## src/rtl/irf_write_port_pkg.sv

```systemverilog
// Shared IRF constants and small helpers.
// The read-mux instances import the same constants, so both sides of the
// register file agree on register width, register count and zero-register policy.
package irf_write_port_pkg;

    localparam int IRF_DATA_WIDTH = 8;
    localparam int IRF_ADDR_WIDTH = 3;
    localparam int IRF_NREG       = 2 ** IRF_ADDR_WIDTH;
    localparam bit IRF_ZERO_REG   = 1'b1;

    // Width of the committed-write counter. It wraps from 255 back to 0.
    localparam int IRF_COUNT_WIDTH = 8;

    // True when a write targets the hardwired zero register and must be dropped.
    function automatic logic is_zero_dest(input logic zero_reg_en, input logic addr_is_zero);
        return zero_reg_en & addr_is_zero;
    endfunction

endpackage

```

## src/rtl/irf_write_port_reg.sv

```systemverilog
// One register of the IRF.
// It has a synchronous active-low reset and a load enable.
module irf_reg #(
    parameter int WIDTH = 8
) (
    input  logic             clk,
    input  logic             rst_n,
    input  logic             load,
    input  logic [WIDTH-1:0] d,
    output logic [WIDTH-1:0] q
);

    // Clear on reset. Otherwise take d when load is high and hold when it is low.
    always_ff @(posedge clk) begin
        if (!rst_n) begin
            q <= '0;
        end else if (load) begin
            q <= d;
        end
    end

endmodule

```

## src/rtl/irf_write_port.sv

```systemverilog
// IRF write port.
// Each write request is captured into a one-entry pending stage. The pending write
// commits into the register array on the following edge. While a write is pending,
// it is exported on wb_* so that readers can forward it.
//
// Request protocol: "we" is a valid with no ready. Every cycle with we=1 and flush=0
// is accepted unconditionally, so the port never stalls. flush=1 kills the pending
// write and also ignores any request presented in the same cycle.
//
// Forwarding rule for readers: if wb_pending && wb_addr == raddr, use wb_data.
// Otherwise, use regs_flat.
module irf_write_port
    import irf_write_port_pkg::*;
#(
    parameter int DATA_WIDTH = IRF_DATA_WIDTH,
    parameter int ADDR_WIDTH = IRF_ADDR_WIDTH,
    parameter bit ZERO_REG   = IRF_ZERO_REG,
    localparam int NREG      = 2 ** ADDR_WIDTH
) (
    input  logic                       clk,
    input  logic                       rst_n,
    input  logic                       we,
    input  logic [ADDR_WIDTH-1:0]      waddr,
    input  logic [DATA_WIDTH-1:0]      wdata,
    input  logic                       flush,
    output logic [NREG*DATA_WIDTH-1:0] regs_flat,
    output logic                       wb_pending,
    output logic [ADDR_WIDTH-1:0]      wb_addr,
    output logic [DATA_WIDTH-1:0]      wb_data,
    output logic [IRF_COUNT_WIDTH-1:0] wr_count
);

    logic drop_zero;
    logic commit;

    assign drop_zero = is_zero_dest(ZERO_REG, (waddr == '0));
    assign commit    = wb_pending & ~flush;

    // Pending stage.
    // Addr/data follow every request. The valid bit is set only for writes that survive.
    always_ff @(posedge clk) begin
        if (!rst_n) begin
            wb_pending <= 1'b0;
            wb_addr    <= '0;
            wb_data    <= '0;
        end else begin
            wb_pending <= we & ~flush & ~drop_zero;
            if (we) begin
                wb_addr <= waddr;
                wb_data <= wdata;
            end
        end
    end

    // Count the writes that actually reach the register array.
    always_ff @(posedge clk) begin
        if (!rst_n) begin
            wr_count <= '0;
        end else if (commit) begin
            wr_count <= wr_count + 1'b1;
        end
    end

    // Register array: one loadable register per index.
    // Register 0 is tied to zero when the zero-register policy is on.
    for (genvar i = 0; i < NREG; i++) begin : g_reg
        if (ZERO_REG && (i == 0)) begin : g_zero
            assign regs_flat[i*DATA_WIDTH +: DATA_WIDTH] = '0;
        end else begin : g_store
            logic load;
            assign load = commit & (wb_addr == ADDR_WIDTH'(i));
            irf_reg #(
                .WIDTH (DATA_WIDTH)
            ) u_reg (
                .clk   (clk),
                .rst_n (rst_n),
                .load  (load),
                .d     (wb_data),
                .q     (regs_flat[i*DATA_WIDTH +: DATA_WIDTH])
            );
        end
    end

endmodule

```

## config.mk

```make
export PLATFORM = sky130hd
export DESIGN_NAME = irf_write_port
export DESIGN_NICKNAME = d
export VERILOG_FILES = /design/src/rtl/irf_write_port_pkg.sv /design/src/rtl/irf_write_port_reg.sv /design/src/rtl/irf_write_port.sv
export SDC_FILE = /design/constraint.sdc
export NUM_CORES = 1
export LEC_CHECK = 0
export CAP_MARGIN = 20
export CORE_MARGIN = 2
export CORE_UTILIZATION = 35
export CTS_CLUSTER_DIAMETER = 80
export DETAILED_ROUTE_END_ITERATION = 8
export GPL_TIMING_DRIVEN = 0
export HOLD_SLACK_MARGIN = 0.12
export PLACE_DENSITY = 0.66
export SYNTH_ARGS = -nofsm -noshare
export SYNTH_HDL_FRONTEND = slang
export SYNTH_SLANG_ARGS = --single-unit
```

## constraint.sdc

```tcl
create_clock -name clk -period 2.15 [get_ports clk]
set_clock_uncertainty 0.1 [all_clocks]
set_input_delay 0.43 -clock clk [delete_from_list [all_inputs] [get_ports clk]]
set_output_delay 0.43 -clock clk [all_outputs]
set_load 0.02 [all_outputs]
```

==> metrics.md, run 1 <==
| Metric | Value |
|---|---|
| CP Launch Type | `register` |
| Synth Flop Type | `dfxtp_1` |
| Most common cell in the netlist | `dfxtp_1` |
| Power per cell area | `640 mW/mm^2` |
| Setup ws final | `0.0685 ns` |
| Rel. slew slack | `62.8%` |
| CTS tree | `built` |
| Inst Count DP | `564` |
| Hold Crit Depth | `2` |
| Critical Path Max Stage Delay | `0.68 ns` |
| Gpl congestion | `0.794` |
| Detailed-router iteration count before antenna repair | `5` |
| Lkg Pwr | `1.49 nW` |
| Share of cells above drive strength 1 | `9.11%` |
| Clock Latency Late Sink | `0.34 ns` |
| Async SR Flop Fraction | `0%` |
| Fillers | `856` |
| Crit path cell chain | `clkdlybuf4s50_1` |
| DIE WIDTH | `97.4 microns` |
| Sequential area share after synthesis | `49.8%` |
| VDD IR-drop max | `0.000338 V` |
| Drt via density | `5.16` |
| Num CTS Buffers | `9` |
| Post-synth top cells | `dfxtp_1 (76), a21oi_1 (61), nand3_1 (58), o21ai_0 (39), clkbuf_1 (21)` |
| Final Non-Filler Cells | `580` |
| Post-CTS setup buffers | `0` |
| Worst Path Max Fanout | `8` |
| Slew Limit Fails | `0` |
| Final setup violation count | `0` |
| WL final | `8920 microns` |
| First-pass GRT wire length | `14600 microns` |
| CTS Sinks | `76` |
| Total GRT Usage | `18.9%` |
| Endpoints failing hold | `0` |
| Crit-path slowest cell | `clkdlybuf4s50_1` |
| Die area | `0.00949 sq mm` |
| Post-synth design cell area | `0.00306 sq mm` |
| CTS Root Cell | `clkbuf_8` |
| # hold bufs at CTS | `0` |
| CTS HTree Levels | `3` |
| HP Class | `register to register` |
| Share of the synthesized area in the top cell type | `49.8%` |
| WP depth | `1` |
| Vias | `2995` |
| Residual DRC | `0` |
| Die H | `97.4 microns` |
| Clock transition at the registers of the reported paths | `0.08 ns` |
| Crit end category | `primary output` |
| Post_cts resized | `0` |
| Ranking of synthesized cells by area | `dfxtp_1 (50%), a21oi_1 (10%), nand3_1 (9.5%)` |
| Buffer and inverter count on the worst path | `1` |
| Cell row count | `34` |
| Synth area leader | `dfxtp_1` |
| Hold Slack | `0.378 ns` |
| Fin nets | `483` |
| Number of global-route vias before repair | `2803` |
| Final min period | `2.08 ns` |
| Initial antenna violation count | `0` |
| Starting Density | `35.6%` |
| Post-DP HPWL | `6320 microns` |
| Core area | `0.00859 sq mm` |
| CP Class | `register to primary output` |
| Seq cells post-synth | `76` |
| Reg2Reg Depth | `4` |
| IO buf count | `90` |
| Initial DRC count | `189` |
| DR WL/cell | `15.4 microns` |
| Synth-to-Final Area Change | `41.0%` |
| Design Power | `2.76 mW` |
| Setup WS pre-CTS | `-0.0538 ns` |
| I/O pin total | `99` |
| EDFF count, synth | `0` |
| Synth Area per Inst | `8.51 sq um` |
| Largest net degree at the start of global routing | `14` |
| Status | `complete, no violations` |
| Gate Count Post-Synth | `359` |
| Slew @ Worst Pin | `0.559 ns` |
| Netlist cell types | `33` |
| Post-route ant nets | `0` |
| # diodes | `0` |
| RSZ-0062 raised after global routing | `no` |
| WP data required | `1.62 ns` |
| F_max | `0.480 GHz` |
| Family with the most delay on the worst path | `buffers and inverters` |
| Clock Path Buffers | `2` |
| Synth warnings | `0` |
| Finished Core Util | `50.1%` |
| Total grt overflow | `0` |
| Worst path arrival time | `1.55 ns` |
| Max Cap Viol | `0` |
| Final period util | `96.8%` |
## area by class of cell
class	instances	area (sq um)	area share, %
buffer	46	234	5.43
sequential	76	1520	35.3
timing repair buffer	90	901	20.9
multi-input combinational	242	1320	30.6
inverter	2	7.51	0.174
tap	108	135	3.14
clock buffer	10	128	2.96
clock inverter	6	62.6	1.45
## through the flow
| stage | TNS [ns] | instance area (sq um) |
|---|---|---|
| floorplan | 0 | 3080 |
| global placement | -0.101 | 4120 |
| detailed placement | -0.685 | 4120 |
| CTS | 0 | 4310 |
| global route | 0 | 4310 |
| finish | 0 | 4310 |
## layout by cell type, fill, tap and decap left out, drive strengths merged
cell type      netlist  final
nand2b               3      3
nor2b                2      2
a21oi               61     61
bufinv               0      1
clkinv               0      4
conb                 1      8
buf                 22     22
or2                  1      1
nor2                15     15
mux2i               12     12
nand3               58     58
o21ai               59     59
nand4b               1      1
and2                 1      1
or3b                 1      1
or4                  2      2
nand3b               2      2
nor3                 2      2
or3                  3      3
nor3b                1      1
clkbuf              24     34
nand4                1      1
dfxtp               76     76
xor2                 2      2
clkdlybuf4s50        0     90
o31ai                2      2
nand2                3      3
ha                   1      1
and3b                1      1
inv                  2      3
## cells by family (layout without fill, tap and decap cells)
logic type,Yosys count,after routing,share of synthesized area (%)
muxes,12,12,3.93
and+or+nand+nor,97,97,17.1
buffers and inverters,48,154,7.90
other,1,8,0.123
DFF,76,76,49.8
AOI/OAI and AO/OA,122,122,20.1
xor gates and xnor gates,2,2,0.573
adders and majority gates,1,1,0.409
## power by group
part	switching, mW	internal [mW]
Clock	0.535	0.537
Combinational	0.153	0.0936
Sequential	0.0167	1.42
Total	0.705	2.05
## registers in the layout, summed over array words and instances (netlist names)
name and cells:
g.g_store.u_reg.q 56, wb_data 8, wr_count 8, wb_addr 3, wb_pending 1
## metal layers
metal | vias up | GRT usage (%) | wire length, microns
met3 | 9 | 6.12 | 686
met1 | 1418 | 25.5 | 4060
li1 | 1467 | - | -
met4 | 0 | 7.05 | 69
met5 | - | 0 | 0
met2 | 101 | 28.4 | 4110
## final timing paths
kind	startpoint	end	slack (ns)
setup / recovery	wb_pending	wb_pending	0.07
hold / removal	g_reg[6].g_store.u_reg.q[5]	g_reg[6].g_store.u_reg.q[5]	0.38
setup reg to reg	wb_addr[2]	g_reg[3].g_store.u_reg.q[5]	0.43
hold reg to reg	g_reg[6].g_store.u_reg.q[5]	g_reg[6].g_store.u_reg.q[5]	0.38
## worst register-to-register path, delay by kind of cell (launching register included)
family,cells,cell delay [ns]
compound gates,2,0.33
simple gates,1,0.28
buf+inv,1,0.42
flops,1,0.52
(Power assumes the default switching activity.)
==> run 2, diff against run 1 <==
- CORE_ASPECT_RATIO: not set -> 0.8
- PLACE_DENSITY: 0.66 -> 0.68
- clock period: 2.15 -> 1.7 ns (I/O delays scaled with it)
==> run 2 against run 1 <==
  * Final area down 1.3%
  * Sequential power up 26%
  * Register-to-register slack got worse by 0.30 ns
  * Largest power group unchanged
  * Critical path depth stayed put
  * Utilization about the same
==> metrics.md, run 2 (synthesized netlist as in run 1, its figures left out) <==
| Metric | Value |
|---|---|
| Rel. slew slack | `59.7%` |
| Final min period | `1.62 ns` |
| Crit end category | `primary output` |
| Gpl congestion | `0.855` |
| Number of global-route vias before repair | `2829` |
| Vias | `2997` |
| Lkg Pwr | `1.89 nW` |
| Critical Path Max Stage Delay | `0.46 ns` |
| Clock transition at the registers of the reported paths | `0.08 ns` |
| CTS tree | `built` |
| Num CTS Buffers | `9` |
| Largest net degree at the start of global routing | `15` |
| Finished Core Util | `50.1%` |
| Power per cell area | `840 mW/mm^2` |
| IO buf count | `90` |
| Slew @ Worst Pin | `0.604 ns` |
| Starting Density | `36.0%` |
| Worst path arrival time | `1.18 ns` |
| CTS HTree Levels | `3` |
| Total grt overflow | `0` |
| Commonest non-fill, non-tap cell in the layout | `dlygate4sd2_1` |
| Max reg flops | `56` |
| Post-route ant nets | `0` |
| Worst Path Max Fanout | `5` |
| Biggest register | `g.g_store.u_reg.q` |
| Largest registers | `g.g_store.u_reg.q x56, wb_data x8, wr_count x8` |
| Share of cells above drive strength 1 | `11.9%` |
| Residual DRC | `0` |
| Post-CTS setup buffers | `0` |
| RSZ-0062 raised after global routing | `no` |
| Slew Limit Fails | `0` |
| Synth-to-Final Area Change | `39.2%` |
| Max Cap Viol | `0` |
| VDD IR-drop max | `0.000368 V` |
| Cell row count | `30` |
| Crit-path slowest cell | `dfxtp_1` |
| Final setup violation count | `0` |
| Fin nets | `483` |
| CP Launch Type | `register` |
| DR WL/cell | `16.0 microns` |
| Detailed-router iteration count before antenna repair | `4` |
| HP Class | `primary input to register` |
| Die H | `87.6 microns` |
| Crit path cell chain | `dlygate4sd2_1` |
| CP Class | `register to primary output` |
| Design Power | `3.57 mW` |
| Initial DRC count | `162` |
| # diodes | `0` |
| I/O pin total | `99` |
| # hold bufs at CTS | `0` |
| Most frequent cells in the layout | `dlygate4sd2_1 (76), dfxtp_1 (72), a21oi_1 (61), nand3_1 (58), o21ai_0 (39)` |
| Family with the most delay on the worst path | `flip-flops` |
| Buffer and inverter count on the worst path | `1` |
| Multi-input gate area | `0.00132 sq mm` |
| F_max | `0.617 GHz` |
| Die area | `0.00950 sq mm` |
| Endpoints failing hold | `0` |
| First-pass GRT wire length | `14600 microns` |
| DIE WIDTH | `108 microns` |
| Total GRT Usage | `20.4%` |
| Initial antenna violation count | `0` |
| Core area | `0.00848 sq mm` |
| CTS Root Cell | `clkbuf_8` |
| Clock Latency Late Sink | `0.36 ns` |
| Post-DP HPWL | `6680 microns` |
| Setup TNS | `0 ns` |
| Fillers | `848` |
| Final period util | `95.4%` |
| Clock Path Buffers | `2` |
| Drt via density | `5.13` |
| WL final | `9340 microns` |
| Status | `complete, no violations` |
| WP data required | `1.26 ns` |
| CTS Sinks | `76` |
| Reg area | `0.00153 sq mm` |
run 2: changes by cell type in the layout (fill, tap and decap cells not counted):
cell,delta
clkbuf_1,-8
dlygate4sd2_1,+76
clkinv_4,+1
clkbuf_8,+1
dlymetal6s2s_1,+1
inv_6,+1
dfxtp_2,+4
clkdlybuf4s50_1,-77
buf_1,-1
clkinv_2,-2
clkbuf_2,+8
dfxtp_1,-4
run 2: worst paths after layout:
kind	start	endpoint	slack, ns	depth (start not counted)
worst max-delay path	wr_count[0]	wr_count[0]	0.08	1
worst min-delay path	flush	wb_pending	0.30	2
worst max register to register	wr_count[0]	wr_count[6]	0.13	4
worst min register to register	g_reg[3].g_store.u_reg.q[2]	g_reg[3].g_store.u_reg.q[2]	0.38	2
run 2: area by class of cell:
cell class | count | area share, %
clock inverter | 6 | 1.65
clock buffer | 10 | 3.24
timing repair buffer | 90 | 19.0
buffer | 46 | 5.74
inverter | 2 | 0.177
tap | 112 | 3.30
sequential | 76 | 35.9
multi-input combinational | 242 | 31.0
run 2: power breakdown:
part / switching [mW] / internal, mW
logic: 0.197 / 0.107
registers: 0.0198 / 1.80
clock network: 0.719 / 0.731
run 2: metal layers:
metal,part of all wire (%),global-route usage [%],up-vias
met5,0,0,-
met1,46,27.6,1399
met4,2.3,8.51,0
met3,7.1,4.76,18
li1,-,-,1468
met2,45,31.3,112
run 2: metrics by stage:
stage                     cell area, sq um  cells  hold WS [ns]  worst slack, ns
after floorplan                       3080    366         0.317            0.137
after global placement                4120    568         0.360           -0.422
after detailed placement              4120    568         0.367           -0.434
after CTS                             4240    584         0.377          0.00650
after global routing                  4250    584         0.297           0.0148
final                                 4250    584         0.305           0.0783
run 2: repair_timing:
| item | in CTS | in global routing |
|---|---|---|
| resized for setup | 80 | 13 |
| gates cloned | 0 | 0 |
| setup endpoints to repair | 89 | 63 |
